===== config.mk =====
export PLATFORM = sky130hd
export DESIGN_NAME = spi_master_bridge
export DESIGN_NICKNAME = d
export VERILOG_FILES = /design/src/rtl/spi_master_bridge.sv
export SDC_FILE = /design/constraint.sdc
export NUM_CORES = 1
export LEC_CHECK = 0
export CAP_MARGIN = 40
export CORE_MARGIN = 4
export CORE_UTILIZATION = 55
export DETAILED_ROUTE_END_ITERATION = 7
export PLACE_DENSITY = 0.85
export SYNTH_ARGS = -nofsm -noshare
export SYNTH_HDL_FRONTEND = slang
export SYNTH_SLANG_ARGS = --single-unit

===== constraint.sdc =====
create_clock -name sys_clk -period 2.8 [get_ports sys_clk]
set_input_delay 0.28 -clock sys_clk [delete_from_list [all_inputs] [get_ports sys_clk]]
set_output_delay 0.28 -clock sys_clk [all_outputs]
set_load 0.1 [all_outputs]

===== src/rtl/spi_master_bridge.sv =====
`default_nettype none
// ============================================================================
// Module  : spi_master_bridge
// Brief   : SPI mode-0 master driving the cmd/addr/dummy/data byte protocol.
// Revision: 1.0
// ============================================================================
module spi_master_bridge #(
  parameter int CLK_DIV     = 2,
  parameter int DUMMY_BYTES = 4,
  parameter int CS_GAP      = 10
) (
  input  logic        sys_clk,
  input  logic        sys_rst_n,
  input  logic        cmd_valid_i,
  output logic        cmd_ready_o,
  input  logic [1:0]  cmd_op_i,
  input  logic [1:0]  cmd_size_i,
  input  logic [31:0] cmd_addr_i,
  input  logic [7:0]  cmd_len_i,
  input  logic [31:0] wr_data_i,
  input  logic        wr_valid_i,
  output logic        wr_ready_o,
  output logic [31:0] rd_data_o,
  output logic        rd_valid_o,
  output logic        busy_o,
  output logic        done_o,
  output logic        spi_clk_o,
  output logic        spi_cs_n_o,
  output logic        spi_mosi_o,
  input  logic        spi_miso_i
);

  localparam logic [15:0] c_DIV_LAST   = 16'(CLK_DIV - 1);
  localparam logic [15:0] c_GAP_LAST   = 16'(CS_GAP - 1);
  localparam logic [15:0] c_DUMMY_M1   = 16'((DUMMY_BYTES > 0) ? (8 * DUMMY_BYTES - 1) : 0);
  localparam bit          c_HAS_DUMMY  = (DUMMY_BYTES > 0);

  typedef enum logic [2:0] {
    S_IDLE  = 3'd0,
    S_SETUP = 3'd1,
    S_SHIFT = 3'd2,
    S_HOLD  = 3'd3,
    S_GAP   = 3'd4
  } state_t;

  typedef enum logic [1:0] {
    PH_CMD   = 2'd0,
    PH_ADDR  = 2'd1,
    PH_DUMMY = 2'd2,
    PH_DATA  = 2'd3
  } phase_t;

  state_t      r_state;
  phase_t      r_phase;
  logic [1:0]  r_op;
  logic [1:0]  r_size;
  logic [31:0] r_addr;
  logic [8:0]  r_beats_left;
  logic [15:0] r_div;
  logic [15:0] r_gap;
  logic [15:0] r_fbits;
  logic [31:0] r_tx;
  logic [31:0] r_rx;
  logic        r_stall;
  logic        r_sclk;
  logic        r_cs_n;
  logic        r_mosi;
  logic        r_busy;
  logic        r_done;
  logic        r_cmd_ready;
  logic        r_wr_ready;
  logic        r_rd_valid;
  logic [31:0] r_rd_data;

  logic        w_is_read;
  logic        w_rd_phase;
  logic [15:0] w_data_bits_m1;
  logic [31:0] w_wr_word;
  logic        w_last_beat;
  logic        w_to_data;

  // op[0]==0 marks both single and burst reads
  assign w_is_read   = ~r_op[0];
  assign w_rd_phase  = (r_phase == PH_DATA) && w_is_read;
  assign w_last_beat = (r_beats_left == 9'd1);

  always_comb begin
    w_data_bits_m1 = 16'd31;
    w_wr_word      = wr_data_i;
    case (r_size)
      2'b00: begin
        w_data_bits_m1 = 16'd7;
        w_wr_word      = {wr_data_i[7:0], 24'd0};
      end
      2'b01: begin
        w_data_bits_m1 = 16'd15;
        w_wr_word      = {wr_data_i[15:0], 16'd0};
      end
      default: begin
        w_data_bits_m1 = 16'd31;
        w_wr_word      = wr_data_i;
      end
    endcase
  end

  always_comb begin
    w_to_data = 1'b0;
    case (r_phase)
      PH_ADDR:  w_to_data = !(w_is_read && c_HAS_DUMMY);
      PH_DUMMY: w_to_data = 1'b1;
      PH_DATA:  w_to_data = !w_last_beat;
      default:  w_to_data = 1'b0;
    endcase
  end

  always_ff @(posedge sys_clk or negedge sys_rst_n) begin
    if (!sys_rst_n) begin
      r_state      <= S_IDLE;
      r_phase      <= PH_CMD;
      r_op         <= 2'b00;
      r_size       <= 2'b00;
      r_addr       <= 32'd0;
      r_beats_left <= 9'd0;
      r_div        <= 16'd0;
      r_gap        <= 16'd0;
      r_fbits      <= 16'd0;
      r_tx         <= 32'd0;
      r_rx         <= 32'd0;
      r_stall      <= 1'b0;
      r_sclk       <= 1'b0;
      r_cs_n       <= 1'b1;
      r_mosi       <= 1'b0;
      r_busy       <= 1'b0;
      r_done       <= 1'b0;
      r_cmd_ready  <= 1'b1;
      r_wr_ready   <= 1'b0;
      r_rd_valid   <= 1'b0;
      r_rd_data    <= 32'd0;
    end else begin
      r_wr_ready <= 1'b0;
      r_rd_valid <= 1'b0;
      r_done     <= 1'b0;
      case (r_state)
        S_IDLE: begin
          if (cmd_valid_i) begin
            r_op         <= cmd_op_i;
            r_size       <= cmd_size_i;
            r_addr       <= cmd_addr_i;
            r_beats_left <= cmd_op_i[1] ? ({1'b0, cmd_len_i} + 9'd1) : 9'd1;
            r_phase      <= PH_CMD;
            r_fbits      <= 16'd7;
            r_mosi       <= cmd_op_i[1];
            r_tx         <= {cmd_op_i[0], cmd_size_i, 4'b0000, 25'd0};
            r_rx         <= 32'd0;
            r_stall      <= 1'b0;
            r_div        <= 16'd0;
            r_cs_n       <= 1'b0;
            r_busy       <= 1'b1;
            r_cmd_ready  <= 1'b0;
            r_state      <= S_SETUP;
          end
        end

        S_SETUP: begin
          if (r_div == c_DIV_LAST) begin
            r_div   <= 16'd0;
            r_sclk  <= 1'b1;
            r_state <= S_SHIFT;
          end else begin
            r_div <= r_div + 16'd1;
          end
        end

        S_SHIFT: begin
          if (r_stall) begin
            // SCLK parked low until the host offers the next write beat
            if (wr_valid_i) begin
              r_stall    <= 1'b0;
              r_wr_ready <= 1'b1;
              r_mosi     <= w_wr_word[31];
              r_tx       <= {w_wr_word[30:0], 1'b0};
              r_div      <= 16'd0;
            end
          end else if (r_div != c_DIV_LAST) begin
            r_div <= r_div + 16'd1;
          end else begin
            r_div <= 16'd0;
            if (!r_sclk) begin
              r_sclk <= 1'b1;
              if (w_rd_phase) begin
                if (r_fbits == 16'd0) begin
                  r_rd_data  <= {r_rx[30:0], spi_miso_i};
                  r_rd_valid <= 1'b1;
                  r_rx       <= 32'd0;
                end else begin
                  r_rx <= {r_rx[30:0], spi_miso_i};
                end
              end
            end else begin
              r_sclk <= 1'b0;
              if (r_fbits != 16'd0) begin
                r_fbits <= r_fbits - 16'd1;
                r_mosi  <= r_tx[31];
                r_tx    <= {r_tx[30:0], 1'b0};
              end else if (r_phase == PH_DATA && w_last_beat) begin
                r_mosi  <= 1'b0;
                r_state <= S_HOLD;
              end else if (w_to_data) begin
                if (r_phase == PH_DATA) begin
                  r_beats_left <= r_beats_left - 9'd1;
                end
                r_phase <= PH_DATA;
                r_fbits <= w_data_bits_m1;
                if (w_is_read) begin
                  r_mosi <= 1'b0;
                  r_tx   <= 32'd0;
                end else if (wr_valid_i) begin
                  r_wr_ready <= 1'b1;
                  r_mosi     <= w_wr_word[31];
                  r_tx       <= {w_wr_word[30:0], 1'b0};
                end else begin
                  r_stall <= 1'b1;
                end
              end else if (r_phase == PH_CMD) begin
                r_phase <= PH_ADDR;
                r_fbits <= 16'd31;
                r_mosi  <= r_addr[31];
                r_tx    <= {r_addr[30:0], 1'b0};
              end else begin
                r_phase <= PH_DUMMY;
                r_fbits <= c_DUMMY_M1;
                r_mosi  <= 1'b0;
                r_tx    <= 32'd0;
              end
            end
          end
        end

        S_HOLD: begin
          if (r_div == c_DIV_LAST) begin
            r_div   <= 16'd0;
            r_cs_n  <= 1'b1;
            r_gap   <= 16'd0;
            r_done  <= (c_GAP_LAST == 16'd0);
            r_state <= S_GAP;
          end else begin
            r_div <= r_div + 16'd1;
          end
        end

        S_GAP: begin
          if (r_gap == c_GAP_LAST) begin
            r_busy      <= 1'b0;
            r_cmd_ready <= 1'b1;
            r_state     <= S_IDLE;
          end else begin
            r_gap  <= r_gap + 16'd1;
            r_done <= ((r_gap + 16'd1) == c_GAP_LAST);
          end
        end

        default: begin
          r_state     <= S_IDLE;
          r_cs_n      <= 1'b1;
          r_sclk      <= 1'b0;
          r_busy      <= 1'b0;
          r_cmd_ready <= 1'b1;
        end
      endcase
    end
  end

  assign cmd_ready_o = r_cmd_ready;
  assign wr_ready_o  = r_wr_ready;
  assign rd_data_o   = r_rd_data;
  assign rd_valid_o  = r_rd_valid;
  assign busy_o      = r_busy;
  assign done_o      = r_done;
  assign spi_clk_o   = r_sclk;
  assign spi_cs_n_o  = r_cs_n;
  assign spi_mosi_o  = r_mosi;

endmodule
`default_nettype wire


==> parameters.txt <==
Parameter                              Value

Synth
  Count of different cell masters after synthesis    68
  Number of enable-type register cells in the synthesized netlist    0
  Syn Area/Cell    9.74 um^2
  Main flop type after synthesis    dfrtp_1
  Synthesized instance count    1083
  Seq cells post-synth    201
  Sequential fraction of the synthesis area    0.477
  Async set-or-reset flop fraction in the synthesized netlist    1.00
  Cell area after technology mapping    10600 um^2
  Post-Syn Nets    1174
  Yosys warns    0

Die
  I/O Pins    121
  Area enclosed by the die boundary    21500 um^2
  Y dimension of the die    147 um
  Initial standard-cell utilization of the core    0.562
  Core box area    18800 um^2
  Die span in x    147 um
  Row count    50

Final layout
  Fraction of final layout cells with drive strength greater than 1    0.179
  Final antenna diode count    0
  Post-layout net count    1288
  Count of filler cells inserted in the layout    1386
  Growth of design area from synthesis to finish    21.3%
  Final design area excluding fillers    12800 um^2
  Final cell utilization of the core    0.682

Global route
  Via count of the first global-routing pass    8983
  Total routing resource utilization after global routing    0.248
  First-pass GRT wire length    45000 um
  Sum of overflow across all layers after global routing    0
  Largest net degree at the start of global routing    65
  Antenna violations before repair    0

Power
  Internal Dissipation    6.59 mW
  Clk network pwr share    0.282
  Highest ir drop seen on vdd    0.749 mV
  Part of the power in registers    0.356
  Power spent charging and discharging nets    4.01 mW
  Switching part of the total power    0.378
  Leakage power    5.79 nW
  Cell area power density    829 nW/um^2
  Comb power frac    0.362

CTS
  Clock root buffer    clkbuf_16
  Total clock buffers created by CTS    22
  Post-CTS setup buffer count    0
  Clock tree from TritonCTS    built
  Clock Tree Buf Depth    3
  Skew-Pair Late Insertion Delay    0.51 ns
  H-tree Lvls    1
  Number of sinks handled by clock tree synthesis    201
  Clock-pin slew of the registers on the worst-case setup and hold paths    0.06 ns

Setup path
  Endpoint arrival time on the critical path    3.02 ns
  Worst path slowest cell    dfrtp_1
  Count of buffering cells on the critical path with inverters included    2
  Kind of launch point of the worst setup path    flip-flop
  Top cell family by delay on the critical path    simple AND/OR/NAND/NOR gates
  Worst Setup Path Type    reg2reg
  Worst Reg-to-Reg Cells    8
  Critical path required time    3.18 ns
  Ordered list of cells on the worst path    inv_1 > ha_1 > nor4b_1 > and4_1 > nand2_2 > a21oi_4 > buf_4 > mux2_2
  Setup slack, reg-to-reg    0.16 ns
  Kind of end point of the critical path    flip-flop
  Biggest fanout along the worst timing path    33
  Start of the worst register-to-register path    r_fbits[0]
  Reg2Reg Capture Point    r_tx[30]
  Highest cell delay on the worst timing path    0.41 ns

STA
  Slew of the pin with the lowest slew margin    0.773 ns
  Setup TNS    0 ns
  RSZ-0062 raised after global routing    no
  Skew final    0.0201 ns
  Share of the clock period used by the worst path after layout    0.943
  Max-slew violation total from the final report    0
  Final period demand of the worst path    2.64 ns
  Worst-case hold slack    0.303 ns
  Final hold vios    0
  Number of setup violations in the final report    0
  Maximum frequency from static timing analysis    0.379 GHz
  Max_slew headroom    0.485

Route
  Detailed Route Iter0 Violations    1028
  Detailed-route wire length    27100 um
  First-pass iteration count of the detailed router    7
  Number of DRC violations after detailed routing    0
  Number of vias per cell after detailed routing    6.41
  Via count    9268
  ANT nets after route    0
  Routed wire length per instance    18.7 um

Place
  Port Buffer Count    120
  Detailed placer's ending HPWL    18200 um
  Cell area after placement    12000 um^2
  Final RePlAce weighted congestion    0.882

Run
  Max Cap Violations    0

Outcome
  Status    complete, no violations

Worst hold path
  Kind of path behind the tightest hold check    in2async
==> how the worst max path moves through the flow <==
stage | cells past startpoint | startpoint | slack, ns | end
after floorplan | 6 | spi_clk_o | 0.57 | r_tx[17]
after global placement | 9 | r_div[1] | 0.23 | r_tx[28]
after detailed placement | 8 | r_beats_left[1] | 0.24 | r_tx[30]
after CTS | 8 | r_fbits[0] | 0.19 | r_tx[30]
after global routing | 8 | r_fbits[0] | 0.005 | r_tx[30]
final | 8 | r_fbits[0] | 0.16 | r_tx[30]
==> metrics by stage <==
stage	instances	power [mW]	worst slack (ns)
after floorplan	1083	6.41	0.574
after global placement	1404	7.43	0.228
after detailed placement	1406	7.57	0.238
after CTS	1445	10.6	0.194
after global routing	1445	11.2	0.00493
final	1445	10.6	0.161
==> power groups by stage <==
stage          clock (mW)  sequential (mW)  combinational [mW]
5_1_grt              3.18             3.84                4.18
3_5_place_dp            0             3.81                3.76
6_report             2.99             3.78                3.84
4_1_cts              3.03             3.77                3.80
3_3_place_gp            0             3.79                3.64
2_1_floorplan           0             3.85                2.56
==> cell usage in the layout, fill, tap and decap left out, drive strengths merged, types with 20 or more instances in the layout <==
| cell | Yosys | routed |
|---|---|---|
| and3 | 41 | 41 |
| nand2 | 122 | 122 |
| clkdlybuf4s50 | 0 | 79 |
| o21ai | 75 | 75 |
| nor4 | 20 | 20 |
| buf | 28 | 85 |
| nor3 | 22 | 22 |
| a22o | 34 | 34 |
| a21oi | 56 | 56 |
| o31ai | 21 | 21 |
| nor2 | 67 | 67 |
| nand3 | 63 | 63 |
| o22ai | 27 | 27 |
| clkbuf | 48 | 30 |
| mux2 | 72 | 72 |
| dfrtp | 199 | 199 |
==> cell type report <==
class / instances / area (um^2) / area share
multi-input cells: 794 / 5170 / 0.404
well taps: 234 / 293 / 0.0229
clock inverters: 9 / 131 / 0.0103
clock buffers: 29 / 617 / 0.0482
inverters: 12 / 45.0 / 0.00352
flip-flops and latches: 201 / 5030 / 0.393
repair buffers: 166 / 1510 / 0.118
==> cell usage after synthesis, drive strengths merged, types with 21 or more instances <==
master    n  area, um^2
o22ai    27         169
a21oi    56         292
nor3     22         135
nand2   122         463
nor2     67         254
o21ai    75         375
mux2     72         811
o31ai    21         158
buf      28         153
nand3    63         315
clkbuf   48         180
and3     41         257
dfrtp   199        4980
a22o     34         298
==> sequential cells by signal (all words and copies together) (netlist names), 2 cells and up <==
register / count
r_addr: 32
r_gap: 16
r_state: 3
r_phase: 2
r_rx: 31
r_tx: 32
r_beats_left: 9
r_size: 2
rd_data_o: 32
r_div: 16
r_fbits: 16
==> metal layers <==
layer	global-route usage	wire length, um
met1	0.341	11400
met2	0.406	12900
met3	0.0453	2300
met4	0.0734	470
met5	0	0
==> what timing repair did <==
item,in CTS,in global routing
hold buffers,1,0
endpoints found under the hold margin,58,0
resized for setup,0,1
endpoints found under the setup margin,0,10
==> worst register-to-register path, stage by stage (launching register included) <==
cell and delay, ns:
dfrtp_1 0.41, inv_1 0.13, ha_1 0.18, nor4b_1 0.37, and4_1 0.40, nand2_2 0.11
a21oi_4 0.16, buf_4 0.36, mux2_2 0.40
==> cell families (layout without fill, tap and decap cells) <==
group | Yosys count | count (layout) | synth area share
and+or+nand+nor | 390 | 390 | 0.188
muxes | 88 | 88 | 0.0920
DFF | 201 | 201 | 0.477
buffers and inverters | 88 | 216 | 0.0358
adders and majority gates | 10 | 10 | 0.0119
AOI/OAI and AO/OA | 292 | 292 | 0.184
xor gates and xnor gates | 14 | 14 | 0.0116
Power figures use the tool's default switching activity.
